$ cat config.mk
export PLATFORM = sky130hd
export DESIGN_NAME = pa_risc_trace_buffer
export DESIGN_NICKNAME = d
export VERILOG_FILES = /design/src/rtl/pa_risc_trace_buffer.sv
export SDC_FILE = /design/constraint.sdc
export NUM_CORES = 1
export LEC_CHECK = 0
export ABC_AREA = 1
export CORE_MARGIN = 5
export CORE_UTILIZATION = 62
export DETAILED_ROUTE_END_ITERATION = 8
export GPL_ROUTABILITY_DRIVEN = 0
export PLACE_DENSITY_LB_ADDON = 0.2
export REMOVE_ABC_BUFFERS = 1
export SETUP_SLACK_MARGIN = 0.3
export SLEW_MARGIN = 20
export SYNTH_ARGS = -nofsm -noshare
export SYNTH_HDL_FRONTEND = slang
export SYNTH_SLANG_ARGS = --single-unit
$ cat constraint.sdc
create_clock -name clk -period 18.39 [get_ports clk]
set_input_delay 5.517 -clock clk [delete_from_list [all_inputs] [get_ports clk]]
set_output_delay 5.517 -clock clk [all_outputs]
set_load 0.005 [all_outputs]
$ cat src/rtl/pa_risc_trace_buffer.sv
// Instruction-trace circular buffer with per-class saturating counters and FWFT read port.
// Optional build macro TRACE_FILTER_NOP_EN: NOPs are counted but never stored.
module pa_risc_trace_buffer #(
   parameter int DEPTH  = 16,
   parameter int PC_W   = 32,
   parameter int INST_W = 32,
   parameter int CNT_W  = 16,
   parameter int MODE   = 0
) (
   input  logic                     clk,
   input  logic                     reset,
   input  logic                     clear,
   input  logic                     freeze,
   input  logic                     cap_valid,
   input  logic [PC_W-1:0]          cap_pc,
   input  logic [INST_W-1:0]        cap_inst,
   output logic                     rd_valid,
   input  logic                     rd_ready,
   output logic [PC_W-1:0]          rd_pc,
   output logic [INST_W-1:0]        rd_inst,
   output logic [2:0]               rd_class,
   output logic [$clog2(DEPTH):0]   level,
   output logic                     full,
   output logic                     empty,
   output logic                     overflow,
   output logic [CNT_W-1:0]         drop_cnt,
   input  logic [2:0]               cnt_sel,
   output logic [CNT_W-1:0]         cnt_data
);
   localparam int AW = $clog2(DEPTH);
   localparam logic [AW-1:0] PTR_ONE = 1;
   localparam logic [AW:0]   LVL_ONE = 1;
   localparam logic [AW:0]   LVL_MAX = (AW+1)'(DEPTH);

   typedef struct packed {
      logic [PC_W-1:0]   pc;
      logic [INST_W-1:0] inst;
      logic [2:0]        cls;
   } entry_t;

   entry_t            mem [DEPTH];
   logic [AW-1:0]     head, tail;
   logic [CNT_W-1:0]  cnt [8];
   logic [AW:0]       level_nxt;
   logic [2:0]        cap_cls;
   logic              capture, push, pop, drop, wr_en, head_adv;

   function automatic logic [2:0] classify(input logic [5:0] op);
      case (op)
         6'b000000:                                  return 3'd0;
         6'b000010:                                  return 3'd1;
         6'b010010, 6'b010001, 6'b010000:            return 3'd2;
         6'b011010, 6'b011001, 6'b011000:            return 3'd3;
         6'b001101, 6'b001000, 6'b101101, 6'b100101: return 3'd4;
         6'b111010, 6'b100000, 6'b100010:            return 3'd5;
         6'b110100, 6'b110101:                       return 3'd6;
         default:                                    return 3'd7;
      endcase
   endfunction

   assign cap_cls = classify(cap_inst[INST_W-1 -: 6]);
   assign capture = cap_valid && !freeze && !clear;
`ifdef TRACE_FILTER_NOP_EN
   assign push = capture && (cap_cls != 3'd0);
`else
   assign push = capture;
`endif
   assign rd_valid = !empty;
   assign pop      = rd_valid && rd_ready;
   // A concurrent pop frees a slot, so only a push into a full buffer without pop is lost.
   assign drop     = push && full && !pop;
   assign wr_en    = push && !(drop && MODE != 0);
   assign head_adv = pop || (drop && MODE == 0);

   always_comb begin
      level_nxt = level;
      if (wr_en && !head_adv)      level_nxt = level + LVL_ONE;
      else if (head_adv && !wr_en) level_nxt = level - LVL_ONE;
   end

   always_ff @(posedge clk) begin
      if (!reset || clear) begin
         head     <= '0;
         tail     <= '0;
         level    <= '0;
         full     <= 1'b0;
         empty    <= 1'b1;
         overflow <= 1'b0;
         drop_cnt <= '0;
         for (int i = 0; i < 8; i++) cnt[i] <= '0;
      end else begin
         if (wr_en)    tail <= tail + PTR_ONE;
         if (head_adv) head <= head + PTR_ONE;
         level <= level_nxt;
         full  <= (level_nxt == LVL_MAX);
         empty <= (level_nxt == '0);
         if (drop) begin
            overflow <= 1'b1;
            if (drop_cnt != '1) drop_cnt <= drop_cnt + 1'b1;
         end
         if (capture && cnt[cap_cls] != '1) cnt[cap_cls] <= cnt[cap_cls] + 1'b1;
      end
   end

   // Storage is not reset; rd_* are gated by rd_valid so stale contents never show.
   always_ff @(posedge clk) begin
      if (reset && wr_en) mem[tail] <= '{pc: cap_pc, inst: cap_inst, cls: cap_cls};
   end

   assign rd_pc    = rd_valid ? mem[head].pc   : '0;
   assign rd_inst  = rd_valid ? mem[head].inst : '0;
   assign rd_class = rd_valid ? mem[head].cls  : '0;
   assign cnt_data = cnt[cnt_sel];
endmodule

==> impl_results.md, run 1 <==
- Gate Count Post-Synth: 4128
- Wire per inst: 23.6 um
- Total power draw: ~5.8 mW
- Filler cell count: 5558
- Cell mode on critical path: clkdlybuf4s50_1
- Worst-path clk slew: roughly 0.06 ns
- Final Setup Violations: 0
- CTS Sinks: approximately 1200
- Most instantiated cells after synthesis: edfxtp_1 (1200), nor2_1 (724), o21ai_0 (622)
- First-pass DRT Iterations: 6
- Relative slew slack: 4.13%
- Fmax: between 70 and 80 MHz
- Post-synth ARST share: 0%
- Ys flop type: edfxtp_1
- Peak supply drop: approximately 0.000086 V
- Crit-path cells: clkdlybuf4s50_1 > buf_4 > clkinv_1 > a21oi_1 > a221oi_1 > a31oi_1 > clkdlybuf4s50_1
- Vias: about 34000
- Die Y: around 300 um
- Placed Instances: 5133
- Largest net degree at the start of global routing: between 200 and 300
- Worst R2R Setup Slack: 15.01 ns
- Crit path arrival time: between 8 and 9 ns
- Max Used Layer: met5
- Core area: slightly above 80000 um2
- Die width: 296 um
- Register bit total from synthesis: between 1000 and 1500
- Hold WC Path Type: flop to flop
- Via/cell ratio: around 6.3
- Final hold vios: 0
- Resized cells post-CTS: 0
- PD cells: 101 nW/um2
- First-pass GRT wire length: approximately 190000 um
- Cell Rows: 105
- Worst Setup SP: cnt_sel[1]
- Worst path buffer plus inverter count: 4
- Nets@finish: between 4000 and 5000
- Starting Density: between 60 and 70%
- Worst r2r path cells: 14
- Max stage delay cell, worst path: clkinv_1
- YS warnings: 0
- RSZ-0062 raised after global routing: no
- Number of global-route vias before repair: roughly 33000
- Crit Path Category: input pin to output port
- Post-CTS setup buffer count: 0
- Maxcap violations: 0
- Met2 wire len: slightly above 60000 um
- Crit path launch type: input pin
- Most common cell in the netlist: edfxtp_1
- Clock Skews: 0.0229 ns
- Die area: ~88000 um2
- LEAKAGE: 18.8 nW
- Iteration-0 DRC count of the detailed router: between 3000 and 4000
- Skew-Pair Late Insertion Delay: roughly 0.69 ns
- Routed wire length: 126000 um
- Synthesis-to-finish area growth: 12.4%
- Setup WS post-layout: around 4.2 ns
- Worst Tran Pin Value: ~1.4 ns
- Antenna Nets Post-Route: 0
- Setup crit end kind: output port
- Global-route usage over all layers: between 20% and 30%
- Yosys top cell by area: edfxtp_1
- Largest stage delay, worst path: a little over 0.9 ns
- Post-synth EDFFs: between 1000 and 1500
- Worst r2r src: cnt[4][0]
- DP Worst Slack: around 4.2 ns
- H-tree depth: 3
- Final Core Density: around 70%
- Hold Crit Depth: 2
- Wire length on met1: around 50000 um
- Port Buffer Count: 180
- Fin. max-slew vios: 0
- HPWL Detailed: around 64000 um
- I/O pins: 181
- Synthesized area: between 50000 and 60000 um2
- Grt ovf: 0
- Initial antenna violation count: 8
- Hold_buf cts: 0
- Distinct cells, synth: 39
- Hold_sp: head[3]
- Avg Synthesized Cell Area: about 12 um2
- Max FO, Critical Path: 36
- Synth top area share: approximately 70%
- CTS tree: yes
- Layout cell share with drive strength beyond 1: under 10%
- Fin cells: approximately 5400
- Outcome: completed
- Met3 WL post-DR: between 10000 and 15000 um
- Sequential-to-total area share from yosys stat: between 70 and 80%
- Area contributors post-synth: edfxtp_1 (71%), o21ai_0 (6.1%), nor2_1 (5.3%), o221ai_1 (3.3%), nand2_1 (2.6%)
- Crit path required time: about 13 ns
- Clk buf depth: 3
- Final worst-path cycle share: 77.3%
- # DRC: 0
- Worst reg2reg endpoint: cnt[6][12]
- Min cycle time layout: 14.21 ns
- Crit path max-delay family: buffers and inverters
- Clock root cell: clkbuf_16
- Num CTS Buffers: 120
==> state kept, by name (all words and copies together), names as in the netlist, named ones only <==
signal and count:
tail 4, head 4, level 5, drop_cnt 16, full 1, empty 1, overflow 1, cnt 128
mem 1072
==> kinds of logic after synthesis <==
kind of cell	count (synthesis)	synth area share [%]
buffers and inverters	468	3.64
xor gates and xnor gates	12	0.221
AOI/OAI and AO/OA	1151	13.5
and+or+nand+nor	1252	10.1
DFF	1236	72.3
adders and majority gates	9	0.221
==> how the worst max path moves through the flow <==
stage                     cells past startpoint           end
after floorplan                               5   rd_inst[11]
after global placement                        9   cnt_data[0]
after detailed placement                      9   cnt_data[9]
after CTS                                     9  cnt_data[15]
after global routing                          9   cnt_data[0]
final                                         7   cnt_data[2]
==> routing by layer <==
metal / GRT usage (%) / vias to the layer above
met1: 39.3 / 16454
met3: 4.52 / 284
li1: - / 15387
met2: 46.1 / 1788
met4: 11.3 / 4
met5: 0 / -
==> per-stage QoR <==
step	TNS, ns	cell area [um2]	hold slack, ns
after floorplan	-475.47	49600	0.439
after global placement	0	53400	0.443
after detailed placement	0	53400	0.448
after CTS	0	57100	0.459
after global routing	0	57200	0.485
final	0	57200	0.458
==> worst min-delay path: cells and delay by family (launching register included) <==
kind | cells | cell delay [ns]
DFF | 1 | 0.30
AOI/OAI and AO/OA | 1 | 0.07
buffers and inverters | 1 | 0.06
==> power by group <==
| group | switching [mW] | leakage, nW | internal, mW |
|---|---|---|---|
| registers | 0.0145 | 11.3 | 3.11 |
| logic | 0.214 | 5.64 | 0.0987 |
| clock network | 1.01 | 1.83 | 1.34 |
==> final cells by class <==
class	instances	area, um2	share of cell area [%]
diodes	6	15.0	0.0263
clock buffers	157	3180	5.57
clock inverters	62	559	0.978
inverters	170	658	1.15
multi-input cells	2424	12400	21.6
flip-flops and latches	1236	36800	64.3
well taps	1070	1340	2.34
repair buffers	235	2270	3.98
==> layout by cell type (no fill, tap or decap), types with 27 or more instances in the layout <==
| cell type | count |
|---|---|
| nand4_1 | 53 |
| o211ai_1 | 79 |
| clkbuf_16 | 122 |
| o22ai_1 | 78 |
| o221ai_1 | 190 |
| buf_4 | 51 |
| nand2_1 | 358 |
| nor2_1 | 706 |
| clkdlybuf4s50_1 | 179 |
| dfxtp_1 | 31 |
| o21ai_0 | 622 |
| nand3_1 | 79 |
| edfxtp_1 | 1200 |
| inv_1 | 158 |
| clkbuf_1 | 35 |
| clkinv_1 | 27 |
| a21oi_1 | 139 |
Power figures use the tool's default switching activity.
==> run 2, diff against run 1 <==
--- a/config.mk
+++ b/config.mk
@@ -7,7 +7,7 @@
 export LEC_CHECK = 0
 export ABC_AREA = 1
 export CORE_MARGIN = 5
-export CORE_UTILIZATION = 62
+export CORE_UTILIZATION = 61
 export DETAILED_ROUTE_END_ITERATION = 8
 export GPL_ROUTABILITY_DRIVEN = 0
 export PLACE_DENSITY_LB_ADDON = 0.2
==> constraint.sdc (replaced) <==
create_clock -name clk -period 13.08 [get_ports clk]
set_input_delay 3.924 -clock clk [delete_from_list [all_inputs] [get_ports clk]]
set_output_delay 3.924 -clock clk [all_outputs]
set_load 0.005 [all_outputs]
==> run 2 against run 1 <==
Global-route usage down 0.77 points. Utilization shrank 0.57 points. Critical path type unchanged. Combinational power is 41% higher.
==> impl_results.md, run 2 (synthesis results as in run 1) <==
- First-pass GRT wire length: around 190000 um
- Cell area after layout: ~57000 um2
- Number of flip-flops in the largest register: about 1100
- Nets@finish: 4266
- Global-route usage over all layers: 27.6%
- Resized cells post-CTS: 0
- Vias: about 34000
- Skew-Pair Late Insertion Delay: around 0.7 ns
- Commonest cells after routing, fill and taps aside: edfxtp_1 (1200), nor2_1 (706), o21ai_0 (622)
- Largest net degree at the start of global routing: between 200 and 250
- Cell mode on critical path: clkdlybuf4s50_1
- Worst-path clk slew: roughly 0.06 ns
- Fin. max-slew vios: 0
- Clock Skews: roughly 0.022 ns
- Grt ovf: 0
- Antenna Nets Post-Route: 0
- Synthesis-to-finish area growth: 12.4%
- RSZ-0062 raised after global routing: no
- Iteration-0 DRC count of the detailed router: approximately 4100
- Post-CTS setup buffer count: 0
- Starting Density: around 60%
- TNS Setup: 0 ns
- Total power draw: ~8.2 mW
- Relative slew slack: 22.9%
- Via/cell ratio: 6.36
- CTS tree: yes
- Maxcap violations: 0
- H-tree depth: 3
- Crit-path cells: clkdlybuf4s50_1 > buf_4 > clkinv_1 > a21oi_1 > o21ai_0 > nand2_1 > nor2_1 > a31oi_1 > clkdlybuf4s50_1
- Crit path required time: about 9.2 ns
- Top reg by flops: mem
- Outcome: completed
- # DRC: 0
- Setup crit end kind: output port
- Largest stage delay, worst path: approximately 0.88 ns
- Most common cell after layout, fill and taps aside: edfxtp_1
- LEAKAGE: 18.8 nW
- DP Area: between 50000 and 60000 um2
- Worst path buffer plus inverter count: 4
- Final hold vios: 0
- Peak supply drop: ~0.00012 V
- Port Buffer Count: 180
- CTS Sinks: about 1200
- Max FO, Critical Path: 36
- Die width: between 200 and 300 um
- Largest registers: mem (1072), cnt (128), drop_cnt (16)
- PD cells: between 100 and 150 nW/um2
- Routed wire length: roughly 130000 um
- DP Worst Slack: about 2.2 ns
- Hold WC Path Type: flop to flop
- Max stage delay cell, worst path: clkinv_1
- Num CTS Buffers: 119
- I/O pins: 181
- Clk buf depth: 3
- Fmax: roughly 90 MHz
- Number of global-route vias before repair: 32334
- Crit Path Category: input pin to output port
- Core area: roughly 82000 um2
- Initial antenna violation count: 7
- Worst Tran Pin Value: 1.15 ns
- Min cycle time layout: between 10 and 15 ns
- Hold_buf cts: 0
- HPWL Detailed: between 60000 and 70000 um
- Die area: a little under 90000 um2
- Final worst-path cycle share: a little over four fifths
- Cell Rows: around 110
- Crit path arrival time: 6.99 ns
- Wire per inst: 23.7 um
- Clock root cell: clkbuf_16
- Die Y: around 300 um
- Crit path launch type: input pin
- First-pass DRT Iterations: 6
- Hold Slack: 0.454 ns
- Setup WS post-layout: ~2.2 ns
- Layout cell share with drive strength beyond 1: ~6.3%
- Final Setup Violations: 0
- Crit path max-delay family: buffers and inverters
- Filler cell count: 5536
## run 2: cell count changes in the layout (fill, tap and decap cells not counted), moves of 2 or more
cell,delta
clkbuf_1,-8
clkinv_1,+6
clkinv_2,-3
clkinv_4,-2
clkinv_8,+2
clkinvlp_4,+4
## run 2: layer usage
metal / wire length [um] / GRT usage, % / up-vias / part of all wire (%)
met5: 27 / 0 / - / 0.021
met2: 61400 / 45.5 / 1953 / 48
met3: 12400 / 4.20 / 237 / 9.8
met1: 49500 / 38.5 / 16494 / 39
li1: - / - / 15386 / -
met4: 3410 / 8.88 / 4 / 2.7
## run 2: stage by stage
step	utilization [%]	cells
6_report	69.4	5358
5_1_grt	69.4	5356
4_1_cts	69.3	5351
3_5_place_dp	64.7	5132
3_3_place_gp	64.7	5132
2_1_floorplan	-	3830
## run 2: path summary, 6_finish.rpt
check                                 from      endpoint  slack [ns]  cells after the start
worst max-delay path            cnt_sel[1]  cnt_data[15]        2.17                      9
worst min-delay path               head[3]          flop        0.45                      2
worst max register to register   cnt[6][0]     cnt[3][9]        9.78                     14
worst min register to register     head[3]          flop        0.45                      2
## run 2: where the power goes
| group | switching (mW) | internal [mW] | total [mW] |
|---|---|---|---|
| logic | 0.304 | 0.138 | 0.442 |
| registers | 0.0192 | 4.37 | 4.38 |
| clock network | 1.43 | 1.89 | 3.33 |
| total | 1.76 | 6.39 | 8.15 |
## run 2: worst reg2reg max path, delay by kind of cell (launching register included)
kind	cells	cell delay (ns)
AND/OR/NAND/NOR	10	1.74
buffers and inverters	2	0.36
flip-flops	1	0.35
adder cells (fa/ha/maj)	1	0.29
AO/OA/AOI/OAI	1	0.11
## run 2: layout make-up
class                           count  area [um2]  area share [%]
Clock inverter                     71         642            1.12
Inverter                          170         663            1.16
Tap cell                         1070        1340            2.34
Clock buffer                      148        3130            5.48
Antenna cell                        6        15.0          0.0263
Timing Repair Buffer              233        2230            3.90
Sequential cell                  1236       36800            64.3
Multi-Input combinational cell   2424       12400            21.6
